[config.mk]
export PLATFORM = sky130hd
export DESIGN_NAME = spi_read_buffer
export DESIGN_NICKNAME = d
export VERILOG_FILES = /design/src/rtl/spi_load_pkg.sv /design/src/rtl/spi_rb_fifo.sv /design/src/rtl/spi_read_buffer.sv
export SDC_FILE = /design/constraint.sdc
export NUM_CORES = 1
export LEC_CHECK = 0
export ABC_AREA = 1
export CORE_MARGIN = 2
export CORE_UTILIZATION = 41
export DETAILED_ROUTE_END_ITERATION = 7
export PLACE_DENSITY_LB_ADDON = 0.3
export SLEW_MARGIN = 20
export SYNTH_ARGS = -nofsm -noshare
export SYNTH_HDL_FRONTEND = slang
export SYNTH_SLANG_ARGS = --single-unit
[constraint.sdc]
create_clock -name clk -period 3.9 [get_ports clk]
set_input_delay 1.17 -clock clk [delete_from_list [all_inputs] [get_ports clk]]
set_output_delay 1.17 -clock clk [all_outputs]
set_load 0.05 [all_outputs]
[src/rtl/spi_load_pkg.sv]
// Shared types and constants for the SPI program loader path.
// Entry layout, loader command bytes and load base addresses.
package spi_load_pkg;

  localparam int unsigned DATA_W = 32;

  localparam logic [7:0] CMD_WR_REG = 8'h01;
  localparam logic [7:0] CMD_WR_MEM = 8'h02;

  localparam logic [31:0] BASE_REG = 32'h0000_0000;
  localparam logic [31:0] BASE_MEM = 32'h0010_0000;

  typedef struct packed {
    logic              last;
    logic [DATA_W-1:0] data;
  } rb_entry_t;

  function automatic rb_entry_t mk_entry(
    input logic              last,
    input logic [DATA_W-1:0] data
  );
    rb_entry_t e;
    e.last = last;
    e.data = data;
    return e;
  endfunction

endpackage

[src/rtl/spi_rb_fifo.sv]
// Show-ahead storage for the read buffer: array, pointers, level.
// Head entry is a plain mux of registered state, no read latency.
module spi_rb_fifo
  import spi_load_pkg::*;
#(
  parameter int unsigned DATA_W = 32,
  parameter int unsigned DEPTH  = 16,
  localparam int unsigned AW    = $clog2(DEPTH),
  localparam int unsigned LW    = AW + 1
) (
  input  logic            clk,
  input  logic            rst_n,
  input  logic            flush_i,
  input  logic            push_i,
  input  logic            pop_i,
  input  logic [DATA_W:0] wdata_i,
  output logic [DATA_W:0] rdata_o,
  output logic [LW-1:0]   level_o,
  output logic            full_o,
  output logic            empty_o
);

  logic [DATA_W:0] mem_q [DEPTH];
  logic [AW-1:0]   wr_ptr_q, wr_ptr_d;
  logic [AW-1:0]   rd_ptr_q, rd_ptr_d;
  logic [LW-1:0]   level_q, level_d;
  logic            do_push, do_pop;

  assign full_o  = (level_q == LW'(DEPTH));
  assign empty_o = (level_q == '0);
  assign level_o = level_q;
  assign rdata_o = mem_q[rd_ptr_q];

  assign do_push = push_i && !full_o && !flush_i;
  assign do_pop  = pop_i && !empty_o && !flush_i;

  // Next pointers and occupancy; flush wins over any traffic.
  always_comb begin
    wr_ptr_d = wr_ptr_q;
    rd_ptr_d = rd_ptr_q;
    level_d  = level_q;
    if (do_push) wr_ptr_d = wr_ptr_q + AW'(1);
    if (do_pop)  rd_ptr_d = rd_ptr_q + AW'(1);
    case ({do_push, do_pop})
      2'b10:   level_d = level_q + LW'(1);
      2'b01:   level_d = level_q - LW'(1);
      default: level_d = level_q;
    endcase
    if (flush_i) begin
      wr_ptr_d = '0;
      rd_ptr_d = '0;
      level_d  = '0;
    end
  end

  // Pointer and level registers.
  always_ff @(posedge clk or negedge rst_n) begin
    if (!rst_n) begin
      wr_ptr_q <= '0;
      rd_ptr_q <= '0;
      level_q  <= '0;
    end else begin
      wr_ptr_q <= wr_ptr_d;
      rd_ptr_q <= rd_ptr_d;
      level_q  <= level_d;
    end
  end

  // Storage write; contents are masked by level so need no reset.
  always_ff @(posedge clk) begin
    if (do_push) mem_q[wr_ptr_q] <= wdata_i;
  end

endmodule

[src/rtl/spi_read_buffer.sv]
// Show-ahead read buffer between the host stream and SPI loader.
// Adds stream handshake, frame tracking, counters, sticky flags.
module spi_read_buffer
  import spi_load_pkg::*;
#(
  parameter int unsigned DATA_W = 32,
  parameter int unsigned DEPTH  = 16,
  parameter int unsigned CNT_W  = 32
) (
  input  logic                     clk,
  input  logic                     rst_n,
  input  logic [DATA_W-1:0]        s_axis_tdata,
  input  logic                     s_axis_tvalid,
  input  logic                     s_axis_tlast,
  output logic                     s_axis_tready,
  input  logic                     flush,
  output logic [DATA_W-1:0]        spi_data,
  output logic                     valid_o,
  output logic                     last_o,
  input  logic                     rb_ready,
  output logic [$clog2(DEPTH):0]   level,
  output logic [CNT_W-1:0]         words_in,
  output logic [CNT_W-1:0]         words_out,
  output logic                     frame_done,
  output logic                     underflow
);

  localparam int unsigned LW = $clog2(DEPTH) + 1;

  logic [DATA_W:0] head;
  logic [LW-1:0]   fifo_level;
  logic            fifo_full, fifo_empty;
  logic            push, pop;

  logic             acc_last_q, acc_last_d;
  logic             done_q, done_d;
  logic             uflow_q, uflow_d;
  logic [CNT_W-1:0] win_q, win_d;
  logic [CNT_W-1:0] wout_q, wout_d;

  spi_rb_fifo #(
    .DATA_W (DATA_W),
    .DEPTH  (DEPTH)
  ) u_fifo (
    .clk     (clk),
    .rst_n   (rst_n),
    .flush_i (flush),
    .push_i  (push),
    .pop_i   (pop),
    .wdata_i ({s_axis_tlast, s_axis_tdata}),
    .rdata_o (head),
    .level_o (fifo_level),
    .full_o  (fifo_full),
    .empty_o (fifo_empty)
  );

  // Ready drops in reset, when full, after tlast, and on flush.
  assign s_axis_tready = rst_n && !fifo_full && !acc_last_q && !flush;

  assign push = s_axis_tvalid && s_axis_tready;
  assign pop  = rb_ready && !fifo_empty && !flush;

  assign valid_o    = !fifo_empty;
  assign spi_data   = valid_o ? head[DATA_W-1:0] : '0;
  assign last_o     = valid_o && head[DATA_W];
  assign level      = fifo_level;
  assign words_in   = win_q;
  assign words_out  = wout_q;
  assign frame_done = done_q;
  assign underflow  = uflow_q;

  // Frame status and counters; a pop of an empty buffer after the
  // frame finished is the loader idling, not an underflow.
  always_comb begin
    acc_last_d = acc_last_q;
    done_d     = done_q;
    uflow_d    = uflow_q;
    win_d      = win_q;
    wout_d     = wout_q;
    if (push) begin
      win_d = win_q + CNT_W'(1);
      if (s_axis_tlast) acc_last_d = 1'b1;
    end
    if (pop) begin
      wout_d = wout_q + CNT_W'(1);
      if (head[DATA_W]) done_d = 1'b1;
    end
    if (rb_ready && fifo_empty && !done_q) uflow_d = 1'b1;
    if (flush) begin
      acc_last_d = 1'b0;
      done_d     = 1'b0;
      uflow_d    = 1'b0;
      win_d      = '0;
      wout_d     = '0;
    end
  end

  // Frame status and counter registers.
  always_ff @(posedge clk or negedge rst_n) begin
    if (!rst_n) begin
      acc_last_q <= 1'b0;
      done_q     <= 1'b0;
      uflow_q    <= 1'b0;
      win_q      <= '0;
      wout_q     <= '0;
    end else begin
      acc_last_q <= acc_last_d;
      done_q     <= done_d;
      uflow_q    <= uflow_d;
      win_q      <= win_d;
      wout_q     <= wout_d;
    end
  end

endmodule

==> metrics, run 1 <==
highest ir drop seen on vdd=352 uV; most common cell after layout, fill and taps aside=edfxtp_1; total gr overflow=0; Filler cells=5209; Netlist cell types=55; worst hold path depth=1; worst path cell trace=buf_16 -> buf_16 -> a21oi_1 -> a221oi_1 -> nor2_1 -> a211oi_2 -> buf_4 -> buf_6; Hold Startpoint=words_in[24]$_DFFE_PN0P_; CP Capture Type=output pin; final slew viol count=0; clock net sink count=608; initial antenna violation count=5; first-pass GRT wire length=103 mm; top post-synthesis cells by area=edfxtp_1, dfrtp_1, nand2_1; clock slew at reported path FFs=0.06 ns; port bufs=143; number of detailed-route iterations in the first pass=5; final std cells w/o fill=3126; PwrDens=645 nW/um^2; Core Area=61400 um^2; num ports=144; Ys Warns=0; Via density=5.61; Initial Util=0.413; largest net degree at the start of global routing=63; synthesized flop and latch total=608; Worst Tran Pin Value=0.701 ns; placed inst area=28100 um^2; die width=253 um; CP max FO=24; Die Area=63800 um^2; Pleak=10.9 nW; hold_buf cts=0; Final #Nets=2330; Hold EP=words_in[24]$_DFFE_PN0P_; Fin. Hold Viols=0; Tcrit/Tclk final=0.984; DRT antenna net count=0; met2 usage=0.346; via count=17500; kind of critical path=register to output pin; Synth async-reset ratio=0.132; most frequent cells in the layout=edfxtp_1, nand2_1, nor2_1; final wirelength=68.8 mm; area leader, netlist=edfxtp_1; R2R Path End=u_fifo.level_o[4]$_DFFE_PN0P_; WL per Instance=22.0 um; Crit path largest cell delay=0.54 ns; Post-synth top flop=edfxtp_1; fraction of layout cells with a size suffix above 1=0.141; share of the synthesized area in the top cell type=0.626; Slew headroom=0.533; met1 Usage GRT=0.293; Clock Skews=0.0260 ns; worst skew pair latency=0.60 ns; cell area after synthesis=25300 um^2; max frequency=0.260 GHz; data arrival time of the worst path=2.67 ns; worst r2r path cells=14; Hold Crit Class=register to register; Initial DRC Count=1577; Post-Synthesis Cells=2095; height of the chip=253 um; unrepaired setup endpoints after global routing=yes; GR peak layer=met2; worst path required time=2.73 ns; minimum clock period=3.84 ns; maxcap violations=0; post-route design area=30900 um^2; hpwl dp=38.6 mm; num rows=91; Synthesized Nets=2142; average cell area after synthesis=12.1 um^2; htree depth=3; global-route track usage on met3=0.0415; dpl cells=2991; # DRC=0; R2R Path Start=u_fifo.level_o[0]$_DFFE_PN0P_; Post-synth EDFFs=528; TritonCTS Buffers=66; startpoint types=register; clk buf depth=3; Global Route Usage Sum=0.214; final setup fails=0; Seq/Total Area, Yosys=0.705; root buf cell=clkbuf_16; fin util=0.504; crit-path most repeated cell=buf_16; Worst path slowest cell=dfrtp_4; status=completed; Total Power=19.9 mW; routability cong.=0.874; Synth-to-Final Area Change=22.1%; worst reg-to-reg setup slack=1.59 ns; CTS tree=built; vias in the first global route=17200
area by class of cell:
type,instances,area (um^2),area share
multi-input combinational,1282,6910,0.223
clock inverter,38,449,0.0145
timing repair inverter,1,11.3,0.000364
timing repair buffer,234,2550,0.0826
antenna,3,7.51,0.000243
tap,790,988,0.0320
clock buffer,80,1780,0.0575
inverter,90,362,0.0117
sequential,608,17900,0.578
layer usage:
metal  part of all wire  wire, um
met1               0.42     29100
met4              0.024      1660
met3              0.075      5190
met2               0.48     32900
met5            0.00013         9
metrics by stage:
stage / hold WS (ns) / setup TNS, ns / setup WS (ns)
floorplan: 0.455 / -13.92 / -0.0334
global placement: 0.497 / 0 / 0.134
detailed placement: 0.515 / 0 / 0.136
CTS: 0.524 / -0.0856 / -0.0856
global route: 0.558 / -0.115 / -0.0483
finish: 0.524 / 0 / 0.0605
worst max-delay path by stage:
stage / end / slack (ns) / start
2_1_floorplan: u_fifo.mem_q[0][0]$_DFFE_PP_ / -0.03 / flush
3_5_place_dp: spi_data[16] / 0.14 / u_fifo.rd_ptr_q[0]$_DFFE_PN0P_
4_1_cts: spi_data[16] / -0.09 / u_fifo.rd_ptr_q[0]$_DFFE_PN0P_
3_3_place_gp: spi_data[16] / 0.13 / u_fifo.rd_ptr_q[0]$_DFFE_PN0P_
6_report: spi_data[16] / 0.06 / u_fifo.rd_ptr_q[0]$_DFFE_PN0P_
5_1_grt: spi_data[16] / -0.05 / u_fifo.rd_ptr_q[0]$_DFFE_PN0P_
where the power goes:
group          total (mW)  internal (mW)  switching [mW]
sequential           7.26           7.15           0.104
combinational        6.24           2.12            4.11
clock                6.44           3.91            2.53
total                19.9           13.2            6.75
logic make-up (layout without fill, tap and decap cells):
group	Yosys count	after routing	share of synthesized area
muxes	32	32	0.0126
other	0	3	0
adders and majority gates	9	9	0.00445
buffers and inverters	205	443	0.0341
and+or+nand+nor	769	769	0.129
DFF	608	608	0.705
AOI/OAI and AO/OA	463	463	0.111
xor gates and xnor gates	9	9	0.00311
cells in the mapped netlist, drive strengths merged, types with 2 or more instances:
master	n
o22ai	34
mux2i	32
nor3	68
clkbuf	60
xor2	5
and3	2
a21boi	33
a31oi	3
xnor2	4
dfrtp	80
a211oi	32
buf	55
nor2	197
nand2	423
or2	2
clkinv	3
nand3	42
a21oi	164
inv	87
a221oi	32
nor4	2
a22oi	3
o221ai	32
ha	9
edfxtp	528
o21a	2
o211ai	3
nand4	30
o32ai	2
o21ai	115
o31ai	5
sequential cells by signal, summed over array words and instances (netlist names):
name,cells
acc_last_q,1
frame_done,1
u_fifo.level_o,5
u_fifo.mem_q,528
u_fifo.rd_ptr_q,4
u_fifo.wr_ptr_q,4
underflow,1
words_in,32
words_out,32
worst max-delay path, delay by kind of cell, from the launching register on:
family / cells / cell delay [ns]
compound gates: 3 / 0.69
buf+inv: 4 / 0.73
flops: 1 / 0.54
simple gates: 1 / 0.10
timing repair:
| action | 4_1_cts | 5_1_grt |
|---|---|---|
| cloned | 5 | 2 |
| setup endpoints to repair | 31 | 26 |
| buffers inserted | 1 | 6 |
| gates resized for setup | 30 | 36 |
| pin swaps | 0 | 4 |
Power figures use the tool's default switching activity.
==> inputs of run 2 (changes only) <==
- CTS_BUF_LIST: unset -> sky130_fd_sc_hd__clkbuf_4
==> run 2 against run 1 <==
  * The flow now finishes with violations (setup timing)
  * Die area did not move
  * Critical path depth fell by 1
  * Cell count rose by 6.4%
  * Power rose by 2.9%
  * Sequential cell count did not move
  * Via count rose by 5.2%
==> metrics, run 2 (synthesis results as in run 1) <==
status=complete, but fails checks; failing checks=setup timing; maxcap violations=0 (unchanged); port bufs=143 (unchanged); height of the chip=253 um (unchanged); Initial Util=0.413 (unchanged); PwrDens=643 nW/um^2 (-0.18%); FF/Latch Area=17900 um^2 (unchanged); htree depth=4 (+1); worst skew pair latency=1.03 ns (+0.43 ns); hpwl dp=38.6 mm (unchanged); Hold Crit Class=primary input to asynchronous set/reset pin; num rows=91 (unchanged); dpl cells=2991 (unchanged); clock net sink count=608 (unchanged); Global Route Usage Sum=0.229 (+0.0153); Synth-to-Final Area Change=25.9%; crit-path most repeated cell=buf_4; Core Area=61400 um^2 (unchanged); kind of critical path=register to output pin; fraction of layout cells with a size suffix above 1=0.219 (+0.0784); Fin. Hold Viols=0 (unchanged); setup ws final=-0.225 ns (-0.286 ns); first-pass GRT wire length=109 mm (+5.8%); CP bufs+invs=3 (-1); via count=18500 (+5.2%); largest register by flop count=u_fifo.mem_q; num ports=144 (unchanged); most common cell after layout, fill and taps aside=edfxtp_1; routability cong.=0.874 (unchanged); CP max FO=18 (-25%); final slew viol count=0 (unchanged); CP Capture Type=output pin; Final #Nets=2463 (+5.7%); most frequent cells in the layout=edfxtp_1, nand2_1, clkbuf_4; Slew headroom=0.528 (-0.00478); critical path's top delay family=buffers and inverters; unrepaired setup endpoints after global routing=yes; DRT antenna net count=0 (unchanged); WL per Instance=21.9 um (-0.70%); Crit path largest cell delay=0.47 ns (-0.07 ns); worst path cell trace=nand2_2 -> buf_4 -> a21oi_1 -> nor3_1 -> a211oi_2 -> buf_4 -> buf_8; total gr overflow=0 (unchanged); final setup fails=33 (+33); startpoint types=register; vias in the first global route=18600 (+7.9%); post-route design area=31900 um^2 (+3.1%); Filler cells=5221 (+0.23%); data arrival time of the worst path=2.96 ns (+0.29 ns); largest net degree at the start of global routing=54 (-14%); clk buf depth=3 (unchanged); Initial DRC Count=1642 (+4.1%); Via density=5.55 (-1.1%); Pleak=11.5 nW (+5.5%); TritonCTS Buffers=160 (+140%); initial antenna violation count=7 (+2); Clock Skews=0.0808 ns (+0.0548 ns); final wirelength=72.7 mm (+5.7%); die width=253 um (unchanged); highest ir drop seen on vdd=347 uV (-1.4%); Largest register FFs=528 (unchanged); Worst path slowest cell=dfrtp_2; Die Area=63800 um^2 (unchanged); worst path required time=2.73 ns (about the same); CTS tree=built; Worst Tran Pin Value=0.708 ns (+0.00717 ns); placed inst area=28100 um^2 (unchanged); root buf cell=clkbuf_4; Tcrit/Tclk final=1.06 (+0.0733); max frequency=0.242 GHz (-6.9%); number of detailed-route iterations in the first pass=6 (+1); sum of negative setup slack=-4.75 ns (-4.75 ns); minimum clock period=4.13 ns (+0.286 ns); # DRC=0 (unchanged); multi-input logic area=7060 um^2 (+2.2%); clock slew at reported path FFs=0.07 ns (about the same); final std cells w/o fill=3327 (+6.4%)
[run 2: cell types whose count changed in the layout (fill, tap and decap cells not counted), sizes merged, moves of 2 or more]
cell / previous run / this run
diode: 3 / 8
clkinvlp: 3 / 5
buf: 121 / 152
bufbuf: 3 / 7
clkinv: 23 / 27
inv: 93 / 95
bufinv: 10 / 3
clkbuf: 82 / 242
[run 2: layer usage]
layer / GRT usage / routed length [um] / vias to the layer above
met3: 0.0577 / 6180 / 130
li1: - / - / 8387
met4: 0.0942 / 1840 / 0
met1: 0.297 / 29600 / 9050
met5: 0 / 0 / -
met2: 0.370 / 35100 / 898
[run 2: where the power goes]
group	switching, mW	internal, mW	total (mW)
clock	2.64	3.01	5.65
sequential	0.0909	7.15	7.24
combinational	4.57	3.05	7.62
total	7.30	13.2	20.5
[run 2: metrics by stage]
step	hold slack [ns]	setup WS (ns)	utilization	power [mW]
5_1_grt	0.140	-0.360	0.519	21.4
6_report	0.198	-0.225	0.519	20.5
3_5_place_dp	0.515	0.136	0.458	12.9
4_1_cts	0.0844	-0.328	0.516	20.4
2_1_floorplan	0.455	-0.0334	-	11.0
3_3_place_gp	0.497	0.134	0.458	12.8
[run 2: area by class of cell]
cell class / instances / area share
diodes: 8 / 0.000628
clock buffers: 240 / 0.0565
inverters: 90 / 0.0120
well taps: 790 / 0.0310
clock inverters: 35 / 0.00832
repair buffers: 269 / 0.107
flip-flops and latches: 608 / 0.561
multi-input cells: 1282 / 0.222
repair inverters: 5 / 0.00200
[run 2: worst paths after layout]
path	start	end	slack (ns)	cells after the start
hold reg to reg	words_in[24]$_DFFE_PN0P_	words_in[24]$_DFFE_PN0P_	0.52	1
setup / recovery	u_fifo.rd_ptr_q[1]$_DFFE_PN0P_	spi_data[16]	-0.23	7
min in group clk	words_in[24]$_DFFE_PN0P_	words_in[24]$_DFFE_PN0P_	0.52	1
max in group asynchronous	rst_n	words_in[19]$_DFFE_PN0P_	2.65	3
hold / removal	rst_n	words_out[4]$_DFFE_PN0P_	0.20	2
setup reg to reg	u_fifo.level_o[0]$_DFFE_PN0P_	u_fifo.level_o[4]$_DFFE_PN0P_	1.52	15
[run 2: worst register-to-register path: stages (launching register included)]
cell and delay (ns):
dfrtp_1 0.45, nor2_1 0.17, nand3_2 0.22, nand2_2 0.34
nor2_4 0.12, nand2_2 0.13, nand2_1 0.10, nand2_1 0.07
inv_1 0.04, ha_1 0.17, inv_1 0.05, nand2_1 0.08
nand3_1 0.11, nand3_1 0.08, nand3_1 0.09, nand2_1 0.05
[run 2: repair_timing]
action / in CTS / in global routing
pin swaps: 43 / 23
resized for setup: 151 / 29
setup buffers: 24 / 3
gates cloned: 26 / 2
hold buffers: 0 / 0
setup endpoints to repair: 33 / 33
